**src/rtl/hazard_ctrl.sv**
```systemverilog
// Pipeline hazard controller: boot hold-off, load-use stalls, branch squash,
// data-memory freeze, operand forwarding selects and a saturating stall counter.
module hazard_ctrl #(
  parameter int BOOT_CYCLES = 2
) (
  input  logic        clk,
  input  logic        reset,
  input  logic [4:0]  de_rs1,
  input  logic [4:0]  de_rs2,
  input  logic [4:0]  ex_rs1,
  input  logic [4:0]  ex_rs2,
  input  logic [4:0]  ex_rd,
  input  logic        ex_valid,
  input  logic        ex_mem_read,
  input  logic        ex_reg_write,
  input  logic [4:0]  mem_rd,
  input  logic        mem_valid,
  input  logic        mem_reg_write,
  input  logic [4:0]  wb_rd,
  input  logic        wb_valid,
  input  logic        wb_reg_write,
  input  logic        branch_taken,
  input  logic        dmem_req,
  input  logic        dmem_ack,
  output logic        fe_en,
  output logic        de_en,
  output logic        ex_en,
  output logic        pc_r,
  output logic        de_bubble,
  output logic [1:0]  fwd_a,
  output logic [1:0]  fwd_b,
  output logic [1:0]  state,
  output logic [15:0] stall_cnt
);

  localparam int BCW = (BOOT_CYCLES > 1) ? $clog2(BOOT_CYCLES + 1) : 1;
  localparam logic [BCW-1:0] BOOT_LOAD = BCW'(BOOT_CYCLES);

  typedef enum logic [1:0] {
    BOOT     = 2'd0,
    RUN      = 2'd1,
    FLUSH    = 2'd2,
    MEM_WAIT = 2'd3
  } state_t;

  state_t         cur_state, nxt_state;
  logic [BCW-1:0] boot_cnt;
  logic           pend_flush, pend_nxt;
  logic           stall_inc;
  logic           mem_block, load_use;

  function automatic logic [15:0] sat_inc16(input logic [15:0] v);
    return (v == 16'hFFFF) ? v : v + 16'd1;
  endfunction

  // MEM result wins over WB since it is the younger write; x0 never forwards.
  function automatic logic [1:0] fwd_sel(
    input logic [4:0] rs,
    input logic [4:0] m_rd, input logic m_vld, input logic m_wr,
    input logic [4:0] w_rd, input logic w_vld, input logic w_wr
  );
    if (m_vld && m_wr && (m_rd != 5'd0) && (m_rd == rs)) return 2'b01;
    if (w_vld && w_wr && (w_rd != 5'd0) && (w_rd == rs)) return 2'b10;
    return 2'b00;
  endfunction

  assign mem_block = dmem_req && !dmem_ack;
  assign load_use  = ex_valid && ex_mem_read && (ex_rd != 5'd0) &&
                     ((ex_rd == de_rs1) || (ex_rd == de_rs2));

  assign fwd_a = fwd_sel(ex_rs1, mem_rd, mem_valid, mem_reg_write,
                         wb_rd, wb_valid, wb_reg_write);
  assign fwd_b = fwd_sel(ex_rs2, mem_rd, mem_valid, mem_reg_write,
                         wb_rd, wb_valid, wb_reg_write);
  assign state = cur_state;

  always_comb begin
    nxt_state = cur_state;
    pend_nxt  = pend_flush;
    fe_en     = 1'b0;
    de_en     = 1'b0;
    ex_en     = 1'b0;
    pc_r      = 1'b0;
    de_bubble = 1'b0;
    stall_inc = 1'b0;
    case (cur_state)
      BOOT: begin
        pc_r = 1'b1;
        if (boot_cnt <= BCW'(1)) nxt_state = RUN;
      end
      RUN: begin
        if (mem_block) begin
          nxt_state = MEM_WAIT;
          stall_inc = 1'b1;
        end else if (branch_taken) begin
          fe_en     = 1'b1;
          de_en     = 1'b1;
          ex_en     = 1'b1;
          pc_r      = 1'b1;
          nxt_state = FLUSH;
        end else if (load_use) begin
          de_en     = 1'b1;
          ex_en     = 1'b1;
          de_bubble = 1'b1;
          stall_inc = 1'b1;
        end else begin
          fe_en = 1'b1;
          de_en = 1'b1;
          ex_en = 1'b1;
        end
      end
      FLUSH: begin
        // The squash is remembered so it is replayed once memory releases.
        pc_r = 1'b1;
        if (mem_block) begin
          pend_nxt  = 1'b1;
          nxt_state = MEM_WAIT;
        end else begin
          fe_en     = 1'b1;
          de_en     = 1'b1;
          ex_en     = 1'b1;
          nxt_state = RUN;
        end
      end
      MEM_WAIT: begin
        if (dmem_ack) begin
          fe_en     = 1'b1;
          de_en     = 1'b1;
          ex_en     = 1'b1;
          pend_nxt  = 1'b0;
          nxt_state = pend_flush ? FLUSH : RUN;
        end else begin
          stall_inc = 1'b1;
        end
      end
      default: nxt_state = BOOT;
    endcase
  end

  always_ff @(posedge clk or posedge reset) begin
    if (reset) begin
      cur_state  <= BOOT;
      boot_cnt   <= BOOT_LOAD;
      pend_flush <= 1'b0;
      stall_cnt  <= 16'd0;
    end else begin
      cur_state  <= nxt_state;
      pend_flush <= pend_nxt;
      if ((cur_state == BOOT) && (boot_cnt != '0)) boot_cnt <= boot_cnt - BCW'(1);
      if (stall_inc) stall_cnt <= sat_inc16(stall_cnt);
    end
  end

endmodule

```
**config.mk**
```make
export PLATFORM = sky130hd
export DESIGN_NAME = hazard_ctrl
export DESIGN_NICKNAME = d
export VERILOG_FILES = /design/src/rtl/hazard_ctrl.sv
export SDC_FILE = /design/constraint.sdc
export NUM_CORES = 1
export LEC_CHECK = 0
export CORE_ASPECT_RATIO = 1.4
export CORE_MARGIN = 5
export CORE_UTILIZATION = 42
export DETAILED_ROUTE_END_ITERATION = 10
export GPL_TIMING_DRIVEN = 0
export PLACE_DENSITY_LB_ADDON = 0.12
export SLEW_MARGIN = 25
export SYNTH_ARGS = -nofsm -noshare
export SYNTH_HDL_FRONTEND = slang
export SYNTH_SLANG_ARGS = --single-unit
```
**constraint.sdc**
```tcl
create_clock -name clk -period 2.6 [get_ports clk]
set_clock_uncertainty 0.2 [all_clocks]
set_input_delay 0.52 -clock clk [delete_from_list [all_inputs] [get_ports clk]]
set_output_delay 0.52 -clock clk [all_outputs]
set_load 0.01 [all_outputs]
```
==> results of run 1 <==
-- worst max path at each step --
stage,start,end,slack (ns),depth (start not counted)
finish,mem_rd[4],fwd_b[1],-0.03,7
global route,mem_rd[4],fwd_b[1],-0.14,7
CTS,mem_rd[4],fwd_a[1],-0.07,7
detailed placement,mem_rd[1],fwd_a[1],-0.93,6
global placement,mem_rd[1],fwd_a[1],-0.90,6
floorplan,mem_rd[1],fwd_a[1],0.06,4
-- per-layer routing --
layer / vias up / global-route usage / share of wire
met4: 0 / 0.07750 / 0.019
met2: 62 / 0.2921 / 0.53
met3: 9 / 0.03444 / 0.078
met1: 761 / 0.1744 / 0.37
met5: - / 0 / 0
li1: 788 / - / -
-- sequential cells by signal (all words and copies together) (netlist names) --
register,cells
stall_cnt,16
state,2
pend_flush,1
boot_cnt,2
-- power breakdown --
part	leakage, nW	switching, mW	total (mW)	internal, mW
Sequential	0.270	0.0827	0.477	0.395
Combinational	0.856	0.465	0.933	0.468
Clock	0.0255	0.112	0.218	0.107
-- per-stage QoR --
stage          worst slack (ns)  power, mW  setup TNS, ns  hold WS, ns
3_3_place_gp            -0.9010      1.364         -7.063       0.2778
2_1_floorplan           0.06235     0.9724              0       0.2661
3_5_place_dp            -0.9306      1.378         -7.277       0.2981
6_report               -0.03326      1.629       -0.06558       0.3125
5_1_grt                 -0.1407      1.737        -0.2803       0.3357
4_1_cts                -0.07123      1.614       -0.07123       0.3091
-- kinds of logic (layout without fill, tap and decap cells) --
family | after synthesis | count (layout) | share of synthesized area
compound gates | 22 | 22 | 0.09382
buf+inv | 10 | 94 | 0.03127
simple gates | 70 | 70 | 0.2532
fa+ha+maj | 8 | 8 | 0.05957
xor+xnor | 46 | 46 | 0.2398
flops | 21 | 21 | 0.3135
mux | 1 | 1 | 0.008933
-- worst max-delay path, delay by kind of cell --
family	cells	cell delay, ns
AOI/OAI and AO/OA	1	0.24
buffers and inverters	3	0.44
and+or+nand+nor	3	0.71
-- cell type report --
cell class                      count  share of cell area
Multi-Input combinational cell    147              0.4561
Timing Repair Buffer               80              0.2797
Sequential cell                    21              0.2050
Tap cell                           43             0.02084
Clock buffer                        3             0.01600
Buffer                              3             0.01018
Inverter                            7             0.01018
Clock inverter                      1            0.001939
-- cells in the final DEF (no fill, tap or decap), drive strengths merged, types with 7 or more instances in the layout --
master	n
buf	26
clkdlybuf4s50	35
dfrtp	20
dlygate4sd2	10
ha	8
inv	7
nand2	19
nor2	9
nor3	11
nor4	8
xnor2	17
xor2	29
-- timing repair --
item	CTS	global route
pin swaps	17	12
resized for setup	100	24
setup endpoints to repair	9	7
buffers inserted	6	2
==> qor.csv, run 1 <==
stage;metric;value;unit
outcome;outcome;finished with violations;
outcome;violations;negative setup slack;
route;wire_per_inst;14.28;um
worst_setup_path;cp_data_arrival_time;1.91;ns
worst_setup_path;start_kind;input pin;
power_and_ir_drop;ir_drop;0.0005134;V
final_layout;syn2layout_area_growth;53.61;%
route;final_antenna_net_count;0;
final_layout;nFillCells;357;
timing;relSlewSlack;0.4900;
synth;syn_avg_cell_area;9.440;um2
synth;syn-cell-area;1680;um2
clocking;htree_levels;1;
min_path;holdCritStartpoint;stall_cnt[6];
min_path;min_to;stall_cnt[6];
timing;rsz0062_at_grt;true;
synth;synthTopCellsByCount;29 x xor2_1, 20 x dfrtp_1, 19 x nand2_1, 17 x xnor2_1, 9 x nor3_2;
synth;ys_types;37;
route;vias_per_cell;5.311;
worst_setup_path;cp_max_fo;3;
synth;async_flop_share;1.000;
final_layout;regArea;529.3;um2
worst_setup_path;crit_chain;buf_6 > or4_4 > o211ai_1 > buf_4 > nor4_2 > nor4_1 > buf_2;
floorplan;die-area;5384;um2
floorplan;initial_core_util;0.4288;
synth;syn_nets;233;
grt;grt_max_degree;22;
timing;tightest_slew;0.7641;ns
route;drc;0;
synth;synth-seq-cells;21;
clocking;ctsRootBufferMaster;clkbuf_8;
place;dp_cells;293;
synth;synth_edf_count;0;
grt;grt_pass1_wl;7272;um
timing;fin_ws;-0.03326;ns
route;drt_iter0_drc;70;
grt;antenna_found_initial;0;
worst_setup_path;critPathRequiredTime;1.88;ns
route;wl;4356;um
timing;finalHoldViolCount;0;
min_path;min_path_type;reg2reg;
worst_setup_path;r2r_cells;6;
timing;post-route-min-period;2.633;ns
final_layout;n_antenna_cell;0;
worst_setup_path;reg2reg_slack;0.39;ns
clocking;cts_sinks;21;
worst_setup_path;timing.rr.start;stall_cnt[2];
place;gp_congestion;0.8173;
synth;synth.top_cell.area_share;0.2978;
clocking;cts_tree;built;
final_layout;drive_gt1_frac;0.2519;
power_and_ir_drop;total_leakage_power;1.152;nW
timing;finalCritPeriodShare;1.013;
worst_setup_path;crit_type;in2out;
grt;overflow;0;
final_layout;finalInstanceArea;2581;um2
synth;synth_area_leaders;dfrtp_1 30%, xor2_1 15%, xnor2_1 8.9%, ha_1 6.0%, nor3_2 5.4%;
worst_setup_path;cp-end-kind;output pin;
clocking;clk_pin_slew;0.08;ns
timing;finalMaxSlewViolations;0;
final_layout;multi_input_area;1177;um2
final_layout;final_util;0.6587;
route;drtPass1Iterations;4;
synth;synth_warnings;0;
worst_setup_path;max_stage_delay;0.51;ns
place;post_dp_cell_area;2455;um2
min_path;hold_depth;1;
floorplan;core_area;3919;um2
grt;grt_util_all_layers;0.1615;
worst_setup_path;timing.rr.end;stall_cnt[1];
final_layout;stdcell_count;305;
grt;grt_pass1_vias;1664;
floorplan;io_pins;74;
clocking;clock_path_buffers;2;
floorplan;fp.dieW;63.46;um
synth;synth_ff_type;dfrtp_1;
timing;setup-violations-final;2;
flow_run;maxCapViolCount;0;
timing;fmax;379.8;MHz
final_layout;num-nets-final;318;
synth;synthCells;178;
floorplan;fp-row-count;27;
synth;yosysMostFrequentCell;xor2_1;
clocking;holdBufCountCts;0;
floorplan;dieHeight;84.84;um
route;vias;1620;
synth;yosysTopAreaCell;dfrtp_1;
worst_setup_path;crit_path_top_delay_cell;or4_4;
place;dp_hpwl;3429;um
clocking;insertion_delay;0.27;ns
power_and_ir_drop;cellPowerDensity;631.0;nW/um2
synth;synth-seq-area-share;0.3135;
clocking;cts_buffers;3;
place;io_buffers;72;
Power figures use the tool's default switching activity.
==> run 2, diff against run 1 <==
Settings changed: CORE_MARGIN 5 to default.
Clock period 2.6 ns to 2.85 ns, I/O delays scaled along.
==> run 2 against run 1 <==
The flow now finishes without violations. Combinational power decreased by 16%. Core utilization increased by 1.6 points. Register-to-register slack improved by 0.31 ns. Power decreased by 12%. Via count decreased by 0.74%. Highest routed layer unchanged. Critical path depth decreased by 2. First-iteration DRC count decreased by 43%. Setup slack improved by 0.085 ns. Count of clock-buffer cells in the layout increased by 1. Cell count decreased by 2.0%. Sequential cell count unchanged.
==> qor.csv, run 2 (synthesis results as in run 1) <==
stage;metric;value;unit;change
outcome;outcome;complete, no violations;;
timing;post-route-min-period;2.799;ns;
floorplan;fp-row-count;26;;-3.7%
final_layout;top_register;stall_cnt;;
floorplan;dieHeight;76.84;um;-9.4%
clocking;ctsRootBufferMaster;clkbuf_8;;
min_path;min_path_type;reg2reg;;
timing;tightest_slew;0.8032;ns;+0.03909 ns
timing;relSlewSlack;0.4639;;-0.02609
power_and_ir_drop;p_clk_frac;0.138;;+0.004
final_layout;regArea;529.3;um2;unchanged
clocking;htree_levels;1;;unchanged
place;io_buffers;72;;unchanged
final_layout;syn2layout_area_growth;50.19;%;
final_layout;nFillCells;323;;-9.5%
power_and_ir_drop;swShare;0.3991;;-0.005635
timing;finalCritPeriodShare;0.9820;;
route;wl;4112;um;-5.6%
timing;fmax;357.3;MHz;
worst_setup_path;crit_chain;clkdlybuf4s50_1 > o211ai_1 > buf_4 > nor4_4 > clkdlybuf4s15_2;;
min_path;holdCritStartpoint;stall_cnt[15];;
final_layout;num-nets-final;313;;-1.6%
floorplan;io_pins;74;;unchanged
worst_setup_path;reg2reg_slack;0.70;ns;+0.31 ns
min_path;hold_depth;1;;unchanged
final_layout;final_cell_mix;42 x clkdlybuf4s50_1, 29 x xor2_1, 19 x nand2_1;;
place;dp_hpwl;3331;um;-2.9%
power_and_ir_drop;pwr-share-seq;0.313;;+0.020
grt;grt_util_all_layers;0.1941;;+0.03264
final_layout;multi_input_area;1150;um2;-2.3%
power_and_ir_drop;internal_power;859.1;uW;-11%
final_layout;stdcell_count;299;;-2.0%
clocking;clock_path_buffers;2;;unchanged
power_and_ir_drop;cellPowerDensity;566.5;nW/um2;-10%
grt;antenna_found_initial;0;;unchanged
route;wire_per_inst;13.75;um;-3.7%
place;dp_cells;292;;-0.34%
timing;finalHoldViolCount;0;;unchanged
flow_run;maxCapViolCount;0;;unchanged
timing;finalMaxSlewViolations;0;;unchanged
worst_setup_path;timing.rr.start;stall_cnt[2];;
clocking;cts_tree;built;;
worst_setup_path;crit_path_top_delay_cell;clkdlybuf4s50_1;;
final_layout;final_common_cell;clkdlybuf4s50_1;;
grt;grt_pass1_wl;6679;um;-8.2%
place;gp_congestion;0.8740;;+6.9%
power_and_ir_drop;ir_drop;0.0006602;V;+29%
worst_setup_path;cp_data_arrival_time;2.03;ns;+0.12 ns
clocking;clk_pin_slew;0.07;ns;about the same
timing;holdWs;0.2917;ns;-0.02074 ns
worst_setup_path;start_kind;input pin;;
worst_setup_path;max_stage_delay;0.54;ns;+0.03 ns
power_and_ir_drop;total_leakage_power;1.099;nW;-4.6%
floorplan;core_area;3741;um2;-4.5%
worst_setup_path;critical_path_buf_inv_count;3;;unchanged
floorplan;fp.dieW;55.46;um;-13%
route;drc;0;;unchanged
route;drtPass1Iterations;4;;unchanged
route;final_antenna_net_count;0;;unchanged
route;vias_per_cell;5.378;;+1.3%
clocking;insertion_delay;0.26;ns;about the same
floorplan;die-area;4262;um2;-21%
final_layout;drive_gt1_frac;0.1907;;-0.06125
worst_setup_path;cp_max_fo;3;;unchanged
final_layout;n_antenna_cell;0;;unchanged
worst_setup_path;r2r_cells;6;;unchanged
timing;setup-violations-final;0;;-2
power_and_ir_drop;switchingPower;570.6;uW;-13%
grt;overflow;0;;unchanged
clocking;cts_buffers;3;;unchanged
floorplan;initial_core_util;0.4492;;+0.02036
grt;grt_max_degree;22;;unchanged
route;vias;1608;;-0.74%
power_and_ir_drop;power_frac_comb;0.550;;-0.023
route;drt_iter0_drc;40;;-43%
worst_setup_path;timing.rr.end;stall_cnt[1];;
worst_setup_path;cp_top_family;buffers and inverters;;
worst_setup_path;cp-end-kind;output pin;;
worst_setup_path;critPathRequiredTime;2.08;ns;+0.20 ns
clocking;cts_sinks;21;;unchanged
clocking;holdBufCountCts;0;;unchanged
final_layout;largest_reg_flops;16;;unchanged
worst_setup_path;crit_type;in2out;;
grt;grt_pass1_vias;1567;;-5.8%
min_path;min_to;stall_cnt[15];;
-- run 2: cell types whose count changed in the layout (fill, tap and decap cells not counted), moves of 2 or more --
cell	delta
buf_4	-5
clkbuf_2	+5
buf_6	-2
buf_2	-8
clkdlybuf4s50_1	+7
-- run 2: stage by stage --
step	worst slack (ns)	setup TNS, ns	power (mW)	utilization	instance area, um2
floorplan	0.2123	0	0.8871	-	1680
global placement	-0.8148	-3.239	1.240	0.6559	2454
detailed placement	-0.7856	-3.202	1.260	0.6559	2454
finish	0.05141	0	1.430	0.6746	2524
CTS	0.01069	0	1.434	0.6652	2489
global route	-0.0004814	-0.0004814	1.530	0.6746	2524
-- run 2: worst register-to-register path: stages, from the launching register on --
cell and delay, ns:
dfrtp_1 0.47, nand3_2 0.14, nor3_2 0.22, nand2_1 0.17
nor3_4 0.44, nor2_2 0.10, mux2_4 0.31
-- run 2: area by class of cell --
cell class	count	share of cell area
Buffer	3	0.01041
Timing Repair Buffer	75	0.2752
Inverter	7	0.01041
Sequential cell	21	0.2097
Multi-Input combinational cell	147	0.4556
Tap cell	42	0.02082
Clock buffer	4	0.01785
-- run 2: power by group through the flow --
stage                     sequential [mW]  combinational [mW]  clock, mW
after floorplan                     0.457               0.430          0
after global placement              0.447               0.794          0
after detailed placement            0.447               0.813          0
after CTS                           0.445               0.790      0.200
after global routing                0.459               0.860      0.212
final                               0.447               0.786      0.197
-- run 2: metal layers --
| metal | vias to the layer above | global-route usage | share of wire |
|---|---|---|---|
| li1 | 781 | - | - |
| met1 | 757 | 0.2096 | 0.38 |
| met2 | 63 | 0.3759 | 0.55 |
| met3 | 7 | 0.02024 | 0.047 |
| met4 | 0 | 0.07500 | 0.020 |
| met5 | - | 0 | 0 |
-- run 2: worst max path at each step --
stage                     startpoint  endpoint  slack [ns]  depth (start not counted)
after global placement     mem_rd[2]  fwd_b[1]       -0.81                          6
final                      mem_rd[0]  fwd_b[0]        0.05                          5
after floorplan            mem_rd[1]  fwd_a[1]        0.21                          4
after detailed placement   mem_rd[1]  fwd_b[1]       -0.79                          6
after global routing       mem_rd[1]  fwd_b[1]     -0.0005                          7
after CTS                   ex_rd[2]     fe_en        0.01                          8
-- run 2: repair_timing --
item | in CTS | in global routing
setup buffers | 2 | 1
pin swaps | 13 | 8
resized for setup | 52 | 33
setup endpoints to repair | 8 | 7
